===== config.mk =====
export PLATFORM = sky130hd
export DESIGN_NAME = axi_burst_slave
export DESIGN_NICKNAME = d
export VERILOG_FILES = /design/src/rtl/axi_pkg.sv /design/src/rtl/axi_addr_gen.sv /design/src/rtl/axi_burst_slave.sv
export SDC_FILE = /design/constraint.sdc
export NUM_CORES = 1
export LEC_CHECK = 0
export ABC_AREA = 1
export CAP_MARGIN = 20
export CORE_AREA = 4 4 143 145
export CTS_BUF_LIST = sky130_fd_sc_hd__clkbuf_16
export DETAILED_ROUTE_END_ITERATION = 8
export DIE_AREA = 0 0 147 149
export DONT_BUFFER_PORTS = 1
export GPL_TIMING_DRIVEN = 0
export PLACE_DENSITY = 0.66
export SLEW_MARGIN = 15
export SYNTH_ARGS = -nofsm -noshare
export SYNTH_HDL_FRONTEND = slang
export SYNTH_SLANG_ARGS = --single-unit

===== constraint.sdc =====
create_clock -name clk -period 3.45 [get_ports clk]
set_input_delay 0.8625 -clock clk [delete_from_list [all_inputs] [get_ports clk]]
set_output_delay 0.8625 -clock clk [all_outputs]
set_load 0.02 [all_outputs]

===== src/rtl/axi_pkg.sv =====
// Shared types and helpers for the AXI4 burst slave.
// Burst encodings, response codes, FSM states, burst legality check.
package axi_pkg;

  typedef enum logic [1:0] {
    FIXED = 2'b00,
    INCR  = 2'b01,
    WRAP  = 2'b10
  } t_burst;

  typedef enum logic [1:0] {
    IDLE,
    READ,
    WRITE,
    RESP
  } t_state;

  localparam logic [1:0] RESP_OKAY   = 2'b00;
  localparam logic [1:0] RESP_SLVERR = 2'b10;

  function automatic logic burst_err(
    input logic [6:0] addr_lo,
    input logic [7:0] len,
    input logic [2:0] size,
    input logic [1:0] burst,
    input logic [2:0] max_size
  );
    logic       bad;
    logic [6:0] mask;
    mask = (7'd1 << size) - 7'd1;
    bad  = (size > max_size) || (burst == 2'b11);
    if (burst == WRAP) begin
      bad = bad || !(len inside {8'd1, 8'd3, 8'd7, 8'd15});
      bad = bad || ((addr_lo & mask) != 7'd0);
    end
    return bad;
  endfunction

endpackage


===== src/rtl/axi_addr_gen.sv =====
// Next beat address for FIXED, INCR and WRAP bursts.
// Purely combinational; shared by the read and write paths.
module axi_addr_gen
  import axi_pkg::*;
#(
  parameter int AW = 64
) (
  input  logic [AW-1:0] addr,
  input  logic [2:0]    size,
  input  logic [7:0]    len,
  input  logic [1:0]    burst,
  output logic [AW-1:0] next_addr
);

  logic [AW-1:0] step;
  logic [AW-1:0] bnd;
  logic [AW-1:0] mask;
  logic [AW-1:0] inc;

  always_comb begin
    step = AW'(1) << size;
    bnd  = AW'({1'b0, len} + 9'd1) << size;
    mask = bnd - AW'(1);
    inc  = addr + step;
    unique case (burst)
      FIXED:   next_addr = addr;
      INCR:    next_addr = inc;
      WRAP:    next_addr = (addr & ~mask) | (inc & mask);
      default: next_addr = addr;
    endcase
  end

endmodule


===== src/rtl/axi_burst_slave.sv =====
// AXI4 burst slave in front of an async-read, sync-write word memory.
// One burst at a time; reads win over writes when both arrive together.
module axi_burst_slave
  import axi_pkg::*;
#(
  parameter int AXI_ADDR_WIDTH = 64,
  parameter int AXI_DATA_WIDTH = 32
) (
  input  logic                        clk,
  input  logic                        arst,
  output logic [AXI_ADDR_WIDTH-1:0]   o_addr,
  output logic                        o_rd_en,
  input  logic [AXI_DATA_WIDTH-1:0]   i_rd_data,
  output logic                        o_wr_en,
  output logic [AXI_DATA_WIDTH-1:0]   o_wr_data,
  output logic [AXI_DATA_WIDTH/8-1:0] o_wr_strb,
  output logic                        AR_READY,
  input  logic                        AR_VALID,
  input  logic [AXI_ADDR_WIDTH-1:0]   AR_ADDR,
  input  logic [7:0]                  AR_LEN,
  input  logic [2:0]                  AR_SIZE,
  input  logic [1:0]                  AR_BURST,
  output logic [AXI_DATA_WIDTH-1:0]   R_DATA,
  output logic [1:0]                  R_RESP,
  output logic                        R_LAST,
  output logic                        R_VALID,
  input  logic                        R_READY,
  output logic                        AW_READY,
  input  logic                        AW_VALID,
  input  logic [AXI_ADDR_WIDTH-1:0]   AW_ADDR,
  input  logic [7:0]                  AW_LEN,
  input  logic [2:0]                  AW_SIZE,
  input  logic [1:0]                  AW_BURST,
  output logic                        W_READY,
  input  logic [AXI_DATA_WIDTH-1:0]   W_DATA,
  input  logic [AXI_DATA_WIDTH/8-1:0] W_STRB,
  input  logic                        W_LAST,
  input  logic                        W_VALID,
  output logic [1:0]                  B_RESP,
  output logic                        B_VALID,
  input  logic                        B_READY
);

  localparam int AW = AXI_ADDR_WIDTH;
  localparam logic [2:0] MAX_SIZE =
    3'($clog2(AXI_DATA_WIDTH / 8));

  t_state        state;
  t_state        state_nx;
  logic [AW-1:0] addr_q;
  logic [AW-1:0] addr_nx;
  logic [7:0]    len_q;
  logic [7:0]    cnt_q;
  logic [2:0]    size_q;
  logic [1:0]    burst_q;
  logic          err_q;
  logic          wl_err_q;

  logic ar_hs;
  logic aw_hs;
  logic r_hs;
  logic w_hs;
  logic beat;
  logic last;

  assign ar_hs = (state == IDLE) && AR_VALID;
  assign aw_hs = (state == IDLE) && AW_VALID && !AR_VALID;
  assign r_hs  = (state == READ) && R_READY;
  assign w_hs  = (state == WRITE) && W_VALID;
  assign beat  = r_hs || w_hs;
  assign last  = (cnt_q == len_q);

  axi_addr_gen #(.AW(AW)) u_addr_gen (
    .addr      (addr_q),
    .size      (size_q),
    .len       (len_q),
    .burst     (burst_q),
    .next_addr (addr_nx)
  );

  always_comb begin
    state_nx = state;
    unique case (state)
      IDLE: begin
        if (AR_VALID)      state_nx = READ;
        else if (AW_VALID) state_nx = WRITE;
      end
      READ:    if (r_hs && last) state_nx = IDLE;
      WRITE:   if (w_hs && last) state_nx = RESP;
      RESP:    if (B_READY)      state_nx = IDLE;
      default: state_nx = IDLE;
    endcase
  end

  // Ready lines drop while reset is held so every output reads 0.
  always_comb begin
    AR_READY  = (state == IDLE) && !arst;
    AW_READY  = (state == IDLE) && !arst;
    R_VALID   = (state == READ);
    o_rd_en   = R_VALID;
    R_LAST    = R_VALID && last;
    R_DATA    = (R_VALID && !err_q) ? i_rd_data : '0;
    R_RESP    = (R_VALID && err_q) ? RESP_SLVERR : RESP_OKAY;
    W_READY   = (state == WRITE);
    o_wr_en   = w_hs && !err_q;
    o_wr_data = W_READY ? W_DATA : '0;
    o_wr_strb = W_READY ? W_STRB : '0;
    B_VALID   = (state == RESP);
    B_RESP    = (B_VALID && (err_q || wl_err_q)) ?
                RESP_SLVERR : RESP_OKAY;
    o_addr    = addr_q;
  end

  always_ff @(posedge clk or posedge arst) begin
    if (arst) begin
      state    <= IDLE;
      addr_q   <= '0;
      len_q    <= '0;
      cnt_q    <= '0;
      size_q   <= '0;
      burst_q  <= '0;
      err_q    <= 1'b0;
      wl_err_q <= 1'b0;
    end else begin
      state <= state_nx;
      unique case (1'b1)
        ar_hs: begin
          addr_q   <= AR_ADDR;
          len_q    <= AR_LEN;
          size_q   <= AR_SIZE;
          burst_q  <= AR_BURST;
          cnt_q    <= '0;
          wl_err_q <= 1'b0;
          err_q    <= burst_err(AR_ADDR[6:0], AR_LEN,
                                AR_SIZE, AR_BURST, MAX_SIZE);
        end
        aw_hs: begin
          addr_q   <= AW_ADDR;
          len_q    <= AW_LEN;
          size_q   <= AW_SIZE;
          burst_q  <= AW_BURST;
          cnt_q    <= '0;
          wl_err_q <= 1'b0;
          err_q    <= burst_err(AW_ADDR[6:0], AW_LEN,
                                AW_SIZE, AW_BURST, MAX_SIZE);
        end
        beat: begin
          cnt_q  <= cnt_q + 8'd1;
          addr_q <= addr_nx;
          // W_LAST must coincide exactly with the final beat.
          if (w_hs && (W_LAST != last)) wl_err_q <= 1'b1;
        end
        default: ;
      endcase
    end
  end

endmodule


; Word-level counts from Yosys, hierarchy flattened
; Cells that the tools add are included.
[totals]
elab_cells = 112
ramBits = 0
inputBits = 230
memories = 0
register_bits = 89
mem_bits_ro = 0
latch_bits = 0
[classes]
n_bitwise = 6
div = 0
n_eq_ne = 25
shifts = 4
addsub = 6
magnitude_cmp = 2
multipliers = 0
reduce_logical = 39
muxes = 22
[ops]
columns = cell, n
row1 = $pmux W64 S3, 1
row2 = $and A64 B64 Y64, 2
row3 = $pmux W64 S2, 1
row4 = $add A64 B64 Y64, 1
row5 = $mux W32, 2
row6 = $not A64 Y64, 1
row7 = $or A64 B64 Y64, 1
row8 = $shl A1 B3 Y64 const A, 1
row9 = $shl A64 B3 Y64, 1
row10 = $sub A64 B1 Y64 const B, 1
row11 = $pmux W8 S2, 2
row12 = $eq A8 B1 Y1 const B, 2
row13 = $eq A8 B2 Y1 const B, 2
row14 = $eq A8 B3 Y1 const B, 2
row15 = $eq A8 B4 Y1 const B, 2
row16 = $and A7 B7 Y7, 2
row17 = $eq A2 B2 Y1 const B, 7
row18 = $logic_and A1 B1 Y1, 14
row19 = $mux W2, 7
row20 = $reduce_bool A7 Y1, 2
row21 = $shl A1 B3 Y7 const A, 2
row22 = $sub A7 B1 Y7 const B, 2
row23 = $add A8 B1 Y9 const B, 1
row24 = $add A8 B1 Y8 const B, 1
row25 = 22 further kinds, 44

; Logic depth before layout (Yosys ltp)
; Gate-level depths: netlist of run 1.
[depth]
word_depth = 8
mapped_depth = 23

; Cells and area by module
; Synthesis of run 1 repeated with hierarchy kept, for this count alone.
[hier_totals]
hier_cells = 1942
hier_area_um2 = 11294.6
[by_module_without_submodules]
columns = module, area_each_um2, cells_each, n_inst
row1 = axi_burst_slave, 5750.5, 838, 1
row2 = axi_addr_gen, 5544.1, 1104, 1

; Worst setup path after synthesis of run 1
; OpenSTA, ideal clock, no wires.
[synth_timing]
kind = reg2reg
from = register size_q[0]
to = register addr_q[34] (netlist: o_addr[34])
n_path_buf = 2
t_arrival_ns = 3.042
setup_ns = 0.077
stages_incl_launch_ff = 23
synth_period_minus_slack_ns = 3.119
slack_ns = 0.331
cell_sequence = dfrtp_1 > buf_4 > inv_2 > buf_2 > nor2_1 > inv_1 > nor2_1 > inv_1 > fa_1 > nand3b_1 > nand2_1 > inv_1 > o21ai_2 > nand2_1 > inv_1 > nand2_1 > nor2_2 > nand2_1 > nor2_1 > nand3_1 > nand2_1 > nand3_1 > a21oi_1
[synth_via]
elab_chain_cells = 7
elab_cells_between_ends = 10
[synth_rtl]
columns = item, line_no
row1 = start: declaration, axi_burst_slave.sv:54  ; logic [2:0] size_q;
row2 = start signal: assignment, axi_burst_slave.sv:120  ; size_q <= '0;
row3 = start signal: assignment, axi_burst_slave.sv:130  ; size_q <= AR_SIZE;
row4 = start signal: assignment, axi_burst_slave.sv:140  ; size_q <= AW_SIZE;
row5 = $shl A64 B3 Y64, axi_addr_gen.sv:22  ; bnd = AW'({1'b0, len} + 9'd1) << size;
row6 = $sub A64 B1 Y64, axi_addr_gen.sv:23  ; mask = bnd - AW'(1);
row7 = $not A64 Y64, axi_addr_gen.sv:28  ; WRAP: next_addr = (addr & ~mask) | (inc & mask);
row8 = $and A64 B64 Y64, axi_addr_gen.sv:28
row9 = $or A64 B64 Y64, axi_addr_gen.sv:28
row10 = $pmux W64 S2 (*), axi_addr_gen.sv:25  ; unique case (burst)
row11 = $pmux W64 S3 (*), axi_burst_slave.sv:126  ; unique case (1'b1)
row12 = end signal: assignment, axi_burst_slave.sv:149  ; addr_q <= addr_nx;
row13 = end: declaration, axi_burst_slave.sv:50  ; logic [AW-1:0] addr_q;
; Mark *: on every way between the ends. The rest lies on a longest branch, timed or not.
; A chain may end at the register's enable or synchronous reset.

; Worst setup path after layout of run 1
[layout_timing]
from = register size_q[1]
to = register addr_q[62] (netlist: o_addr[62])
; The elaborated chain is that of the path after synthesis.

==> results of run 1 <==
-- power by group through the flow --
stage	sequential, µW	combinational, µW	clock (µW)
final	3040	8270	1090
after global routing	3080	9090	1130
after CTS	3000	7860	1090
after detailed placement	3020	7750	0
after global placement	3000	7660	0
after floorplan	2600	5790	0
-- area by class of cell --
type                       count  share of cell area, %
multi-input combinational   1234                   60.3
sequential                    89                   20.7
inverter                     243                   8.51
buffer                        70                   3.23
tap                          265                   3.08
clock buffer                   9                   2.09
timing repair buffer          16                   1.30
clock inverter                 7                  0.778
antenna                        1                 0.0232
-- critical path, stage by stage (launching register included) --
cell and delay (ps):
dfrtp_1 360, buf_4 170, buf_6 150, nor2_2 120, inv_1 70, nor2_2 170, inv_2 60, fa_2 380
nand3b_1 170, nand2_2 120, inv_2 60, o21ai_4 150, nand2_2 90, inv_2 100, nand2_4 70, nor2_4 110
nand4_1 210, xor2_1 250, buf_4 170, nand2_1 70, nand3_2 90, a21oi_2 160
-- sequential cells by signal (all words and copies together), names as in the netlist --
name	cells
burst_q	2
cnt_q	8
err_q	1
len_q	8
o_addr	64
size_q	3
state	2
wl_err_q	1
-- layer usage --
metal,wire length (µm),track usage (%),vias to the layer above
met3,5280,11.6,86
met1,17600,50.7,5365
li1,-,-,5516
met4,1680,14.3,0
met5,0,0,-
met2,18300,56.7,717
-- per-stage QoR --
step / setup slack [ps] / setup TNS [ps]
final: 87.7 / 0
after global routing: -12.3 / -20.6
after CTS: 2.59 / 0
after detailed placement: -762 / -9970
after global placement: -965 / -93490
after floorplan: 281 / 0
-- how the worst min path moves through the flow --
stage                 endpoint  slack (ps)  startpoint  cells past startpoint
floorplan           burst_q[0]         470  burst_q[0]                      2
finish                cnt_q[2]         390        arst                      1
global route          cnt_q[4]         420        arst                      1
CTS                   state[1]         400        arst                      1
global placement      cnt_q[7]         500    cnt_q[7]                      1
detailed placement  burst_q[0]         510  burst_q[0]                      2
-- cells by family (layout without fill, tap and decap cells) --
kind of cell	after synthesis	after routing	share of synthesized area (%)
buf+inv	313	345	12.5
flops	89	89	22.7
xor+xnor	38	38	3.39
simple gates	944	944	43.5
other cells	1	3	0.0382
fa+ha+maj	13	13	1.73
compound gates	237	237	16.1
-- synth_stat cells, drive strengths merged, types with 2 or more instances --
master	n
o21bai	10
clkbuf	45
ha	12
nor4	16
o2111ai	2
a21oi	77
buf	25
dfrtp	89
o21ai	46
a31oi	2
nor3	35
a22oi	11
nand3	184
o221ai	6
and2	3
a41oi	5
o211ai	13
a21o	2
nor2	251
or2	4
xnor2	3
a221oi	59
nand4	59
inv	242
nand2	386
nand3b	4
xor2	35
-- what timing repair did --
action,CTS,global route
endpoints found under the hold margin,0,0
setup buffers,4,11
endpoints found under the setup margin,29,57
resized for setup,21,40
pin swaps,5,8
==> summary.md, run 1 <==
| Metric | Value |
|---|---|
| Unrepaired setup endpoints after global routing | true |
| Die ar. | 21900 µm² |
| Starting Density | 51.1% |
| Dpl cells | between 1500 and 2000 |
| Top cell type's share of synthesized area | 22.7% |
| Critical path origin | size_q[1] |
| Syn. warnings | 0 |
| Logic pwr share | 66.7% |
| Most frequent cells in the layout | 358 x nand2_1, 227 x nor2_1, 225 x inv_1 |
| CTS Buf Count | 9 |
| Clock sinks | a little under 90 |
| Finished Layout Cells | 1934 |
| GRT overflow | 0 |
| CP Data Required Time | 3750 ps |
| Sequential area share after synthesis | 22.7% |
| Sequential cell area | 2230 µm² |
| Clock network power share | 8.8% |
| Cell count after synthesis | roughly 1600 |
| Crit path capture type | register |
| Synth Cell Area | 9810 µm² |
| Largest net degree at the start of global routing | 55 |
| Status | completed |
| Main synth FF type | dfrtp_1 |
| Measured slew at the worst slew-check pin | 1100 ps |
| Port Buffers | 0 |
| Clock-pin slew on the worst setup and hold paths | 80 ps |
| Final Hold Fails | 0 |
| Final core occ | between 50 and 60% |
| Clk_skew | between 10 and 15 ps |
| Worst-path fanout max | 10 |
| Filler cell count | around 2000 |
| Arr. time, crit path | 3660 ps |
| Number of remaining DRC errors | 0 |
| Final Critical Period | 3360 ps |
| Fraction of registers with async set or reset after synthesis | between 90% and 100% |
| Cell accounting for the most synthesized area | dfrtp_1 |
| Switching part of the total | 63.0% |
| CTS Buffer Depth | 2 |
| R2R setup slack | 90 ps |
| Final Wtd Congestion | 0.989 |
| H-tree levels | 3 |
| Area contributors post-synth | dfrtp_1 23%, nand2_1 14%, nor2_1 9.0%, nand3_1 8.9%, inv_1 8.8% |
| Int Pwr | 4580 µW |
| R2r endpoint | o_addr[62] |
| Boundary Pins | 374 |
| Commonest non-fill, non-tap cell in the layout | nand2_1 |
| Reg2reg path depth | 21 |
| Post-synth EDFFs | 0 |
| Fin. max-slew vios | 0 |
| Worst-skew pair later-pin latency | 370 ps |
| Routed wire length | 42900 µm |
| CTS hold repair buffers | 0 |
| Peak Freq | 297 MHz |
| LEAKAGE | 0.00498 µW |
| Die Ht | 149 µm |
| Maximum VDD drop | 0.810 mV |
| Cell Rows | 51 |
| Via count | between 10000 and 15000 |
| Vias in the first global route | approximately 11000 |
| Power consumption | 12400 µW |
| Post-synth cell types | 52 |
| Initial antenna violation count | 1 |
| Clock Tree Root | clkbuf_16 |
| Final period util | 97.5% |
| Worst hold-check path type | in2async |
| Syn Area/Cell | ~6 µm² |
| RR Startpoint | size_q[1] |
| Max cap viols | 0 |
| Core Region | 19200 µm² |
| Finished Cell Area | roughly 11000 µm² |
| Final setup fails | 0 |
| DR pass1 iterations | 5 |
| Vias per cell | 6.04 |
| Min Hold Slack | 388 ps |
| GR Util All Layers | 37.6% |
| First-pass GRT wire length | 62900 µm |
| Crit path to | o_addr[62] |
| Startpoint Class | register |
| CP Class | reg2reg |
| DR WL/cell | 22.2 µm |
| Placed cell area | 10200 µm² |
| Remaining antenna violation count | 0 |
| P&R area growth vs syn | 9.88% |
| Chip width | 147 µm |
| Flop pwr share | 24.5% |
| CTS tree | done |
| Slew HR | 25.9% |
| Nets@finish | about 1900 |
| Share of layout cells above drive strength 1 | 9.59% |
| Area of the multi-input gates | 6500 µm² |
| Post-DP HPWL | 35200 µm |
| #FFs+latches synth | 89 |
| DRT iter0 DRCs | between 1000 and 1500 |
| Cell Pwr Density | 1150 nW/µm² |
| Sw power | 7810 µW |
Power figures use the tool's default switching activity.
==> run 2: changes to the inputs <==
--- a/config.mk
+++ b/config.mk
@@ -7,13 +7,12 @@
 export LEC_CHECK = 0
 export ABC_AREA = 1
 export CAP_MARGIN = 20
-export CORE_AREA = 4 4 143 145
+export CORE_AREA = 2 2 145 147
 export CTS_BUF_LIST = sky130_fd_sc_hd__clkbuf_16
 export DETAILED_ROUTE_END_ITERATION = 8
 export DIE_AREA = 0 0 147 149
 export DONT_BUFFER_PORTS = 1
 export GPL_TIMING_DRIVEN = 0
-export PLACE_DENSITY = 0.66
 export SLEW_MARGIN = 15
 export SYNTH_ARGS = -nofsm -noshare
 export SYNTH_HDL_FRONTEND = slang
==> summary.md, run 2 (synthesized netlist as in run 1, its figures left out) <==
| Metric | Value |
|---|---|
| Number of remaining DRC errors | 0 (unchanged) |
| Boundary Pins | 374 (unchanged) |
| CP Data Required Time | 3740 ps (was 3750 ps) |
| Core Region | 20600 µm² (was 19200 µm²) |
| H-tree levels | 3 (unchanged) |
| Grt met1 use | 51.3% (was 50.7%) |
| GRT overflow | 0 (unchanged) |
| Placed cell area | 10200 µm² (about the same) |
| DR pass1 iterations | 7 (was 5) |
| CTS tree | done (unchanged) |
| First-pass GRT wire length | 63700 µm (was 62900 µm) |
| Logic pwr share | 66.7% (about the same) |
| Chip width | 147 µm (unchanged) |
| LEAKAGE | 0.00502 µW (was 0.00498 µW) |
| Largest register FFs | 64 (unchanged) |
| Clk_skew | 15.4 ps (was 10.1 ps) |
| GR Util All Layers | 38.7% (was 37.6%) |
| Cell Pwr Density | 1160 nW/µm² (was 1150 nW/µm²) |
| Clock network power share | 9.0% (was 8.8%) |
| Port Buffers | 0 (unchanged) |
| Via count | 11691 (was 11684) |
| Most frequent cells in the layout | 359 x nand2_1, 228 x nor2_1, 224 x inv_1 (was 358 x nand2_1, 227 x nor2_1, 225 x inv_1) |
| Worst-path fanout max | 8 (was 10) |
| Int Pwr | 4690 µW (was 4580 µW) |
| Switching part of the total | 62.7% (was 63.0%) |
| Final setup fails | 0 (unchanged) |
| Worst-skew pair later-pin latency | 370 ps (about the same) |
| Arr. time, crit path | 3650 ps (was 3660 ps) |
| Finished Cell Area | 10900 µm² (was 10800 µm²) |
| Finished Layout Cells | 1947 (was 1934) |
| Clock Tree Root | clkbuf_16 (unchanged) |
| Met2 GRT Util | 59.4% (was 56.7%) |
| Crit path cell chain | buf_6, nor2_2, inv_2, nor2_4, ha_2, inv_2, fa_2, nand3b_1, nand2_2, inv_2, o21ai_4, nand2_2, inv_2, nand2_4, nor2_4, nand4_1, xor2_2, nand2_1, nand2_1, nand2_1, nand3_1, a21oi_1 (was buf_4, buf_6, nor2_2, inv_1, nor2_2, inv_2, fa_2, nand3b_1, nand2_2, inv_2, o21ai_4, nand2_2, inv_2, nand2_4, nor2_4, nand4_1, xor2_1, buf_4, nand2_1, nand3_2, a21oi_2) |
| CP Buf/Inv Count | 5 (was 7) |
| CTS Buf Count | 9 (unchanged) |
| Flop pwr share | 24.3% (was 24.5%) |
| Routed wire length | 43700 µm (was 42900 µm) |
| Dpl cells | 1912 (was 1902) |
| Crit path capture type | register (unchanged) |
| Sw power | 7890 µW (was 7810 µW) |
| Slowest CP cell | fa_2 (unchanged) |
| CTS Buffer Depth | 2 (unchanged) |
| Starting Density | 47.7% (was 51.1%) |
| Crit path top cell by count | inv_2 (unchanged) |
| Peak Freq | 297 MHz (about the same) |
| Post-DP HPWL | 35700 µm (was 35200 µm) |
| DRT iter0 DRCs | 1025 (was 1235) |
| Critical path origin | size_q[0] (was size_q[1]) |
| Initial antenna violation count | 1 (unchanged) |
| Final period util | 97.5% (about the same) |
| Largest net degree at the start of global routing | 54 (was 55) |
| Clock sinks | 89 (unchanged) |
| Fin. max-slew vios | 0 (unchanged) |
| Final Critical Period | 3360 ps (about the same) |
| Measured slew at the worst slew-check pin | 1110 ps (was 1100 ps) |
| GRT Max-Usage Layer | met2 (unchanged) |
| Worst hold-check path type | in2async (unchanged) |
| Filler cell count | 2166 (was 1976) |
| Slew HR | 25.7% (was 25.9%) |
| Met3 Usage GRT | 12.5% (was 11.6%) |
| Max cap viols | 0 (unchanged) |
| Final Wtd Congestion | 1.00 (was 0.989) |
| Vias in the first global route | 10690 (was 10725) |
| Remaining antenna violation count | 0 (unchanged) |
| Startpoint Class | register (unchanged) |
| CP Class | reg2reg (unchanged) |
| CP top delay family | simple AND/OR/NAND/NOR gates (unchanged) |
| Clock-pin slew on the worst setup and hold paths | 70 ps (was 80 ps) |
| Vias per cell | 6.00 (was 6.04) |
| Critical path's largest stage delay | 390 ps (was 380 ps) |
| Final core occ | 53.0% (was 56.1%) |
| Die ar. | 21900 µm² (unchanged) |
| Status | completed (unchanged) |
| RR Startpoint | size_q[0] (was size_q[1]) |
| Die Ht | 149 µm (unchanged) |
| DR WL/cell | 22.5 µm (was 22.2 µm) |
| Final Hold Fails | 0 (unchanged) |
| Commonest non-fill, non-tap cell in the layout | nand2_1 (unchanged) |
| P&R area growth vs syn | 11.0% (was 9.88%) |
| Cell Rows | 53 (was 51) |
| Nets@finish | 1909 (was 1906) |
| Maximum VDD drop | 0.688 mV (was 0.810 mV) |
| Share of layout cells above drive strength 1 | 9.99% (was 9.59%) |
-- run 2: stage by stage --
stage	hold WS (ps)	setup slack (ps)	total power (µW)	setup TNS, ps
final	354	85.9	12600	0
after floorplan	475	281	8390	0
after global routing	375	-11.5	13500	-27.1
after CTS	356	3.97	12100	0
after detailed placement	504	-695	10900	-8740
after global placement	497	-983	10700	-96420
-- run 2: area by class of cell --
cell class | instances | area (µm²) | area share, %
timing repair buffer | 20 | 183 | 1.68
buffer | 69 | 333 | 3.06
sequential | 89 | 2230 | 20.5
inverter | 243 | 922 | 8.47
clock inverter | 7 | 100 | 0.919
multi-input combinational | 1234 | 6550 | 60.1
tap | 275 | 344 | 3.16
clock buffer | 9 | 225 | 2.07
antenna | 1 | 2.50 | 0.0230
-- run 2: metal layers --
layer | part of all wire [%] | vias to the layer above
li1 | - | 5502
met1 | 41 | 5415
met2 | 43 | 673
met3 | 12 | 101
met4 | 3.5 | 0
met5 | 0 | -
-- run 2: path summary, 6_finish.rpt --
kind,endpoint,slack [ps],depth (start not counted)
worst max-delay path,o_addr[62],90,22
worst min-delay path,len_q[4],350,1
worst max register to register,o_addr[62],90,22
worst min register to register,cnt_q[7],510,1
max in group asynchronous,o_addr[46],2490,2
min in group clk,cnt_q[7],510,1
-- run 2: power by group through the flow --
stage	clock [µW]	sequential [µW]	combinational, µW
3_5_place_dp	0	3020	7840
3_3_place_gp	0	3010	7740
6_report	1130	3060	8390
5_1_grt	1180	3100	9210
2_1_floorplan	0	2600	5790
4_1_cts	1140	3000	7950
-- run 2: timing repair --
item,4_1_cts,5_1_grt
hold endpoints to repair,0,0
pin swaps,3,9
buffers inserted,5,14
hold buffers,0,0
gates resized for setup,19,47
endpoints found under the setup margin,27,91
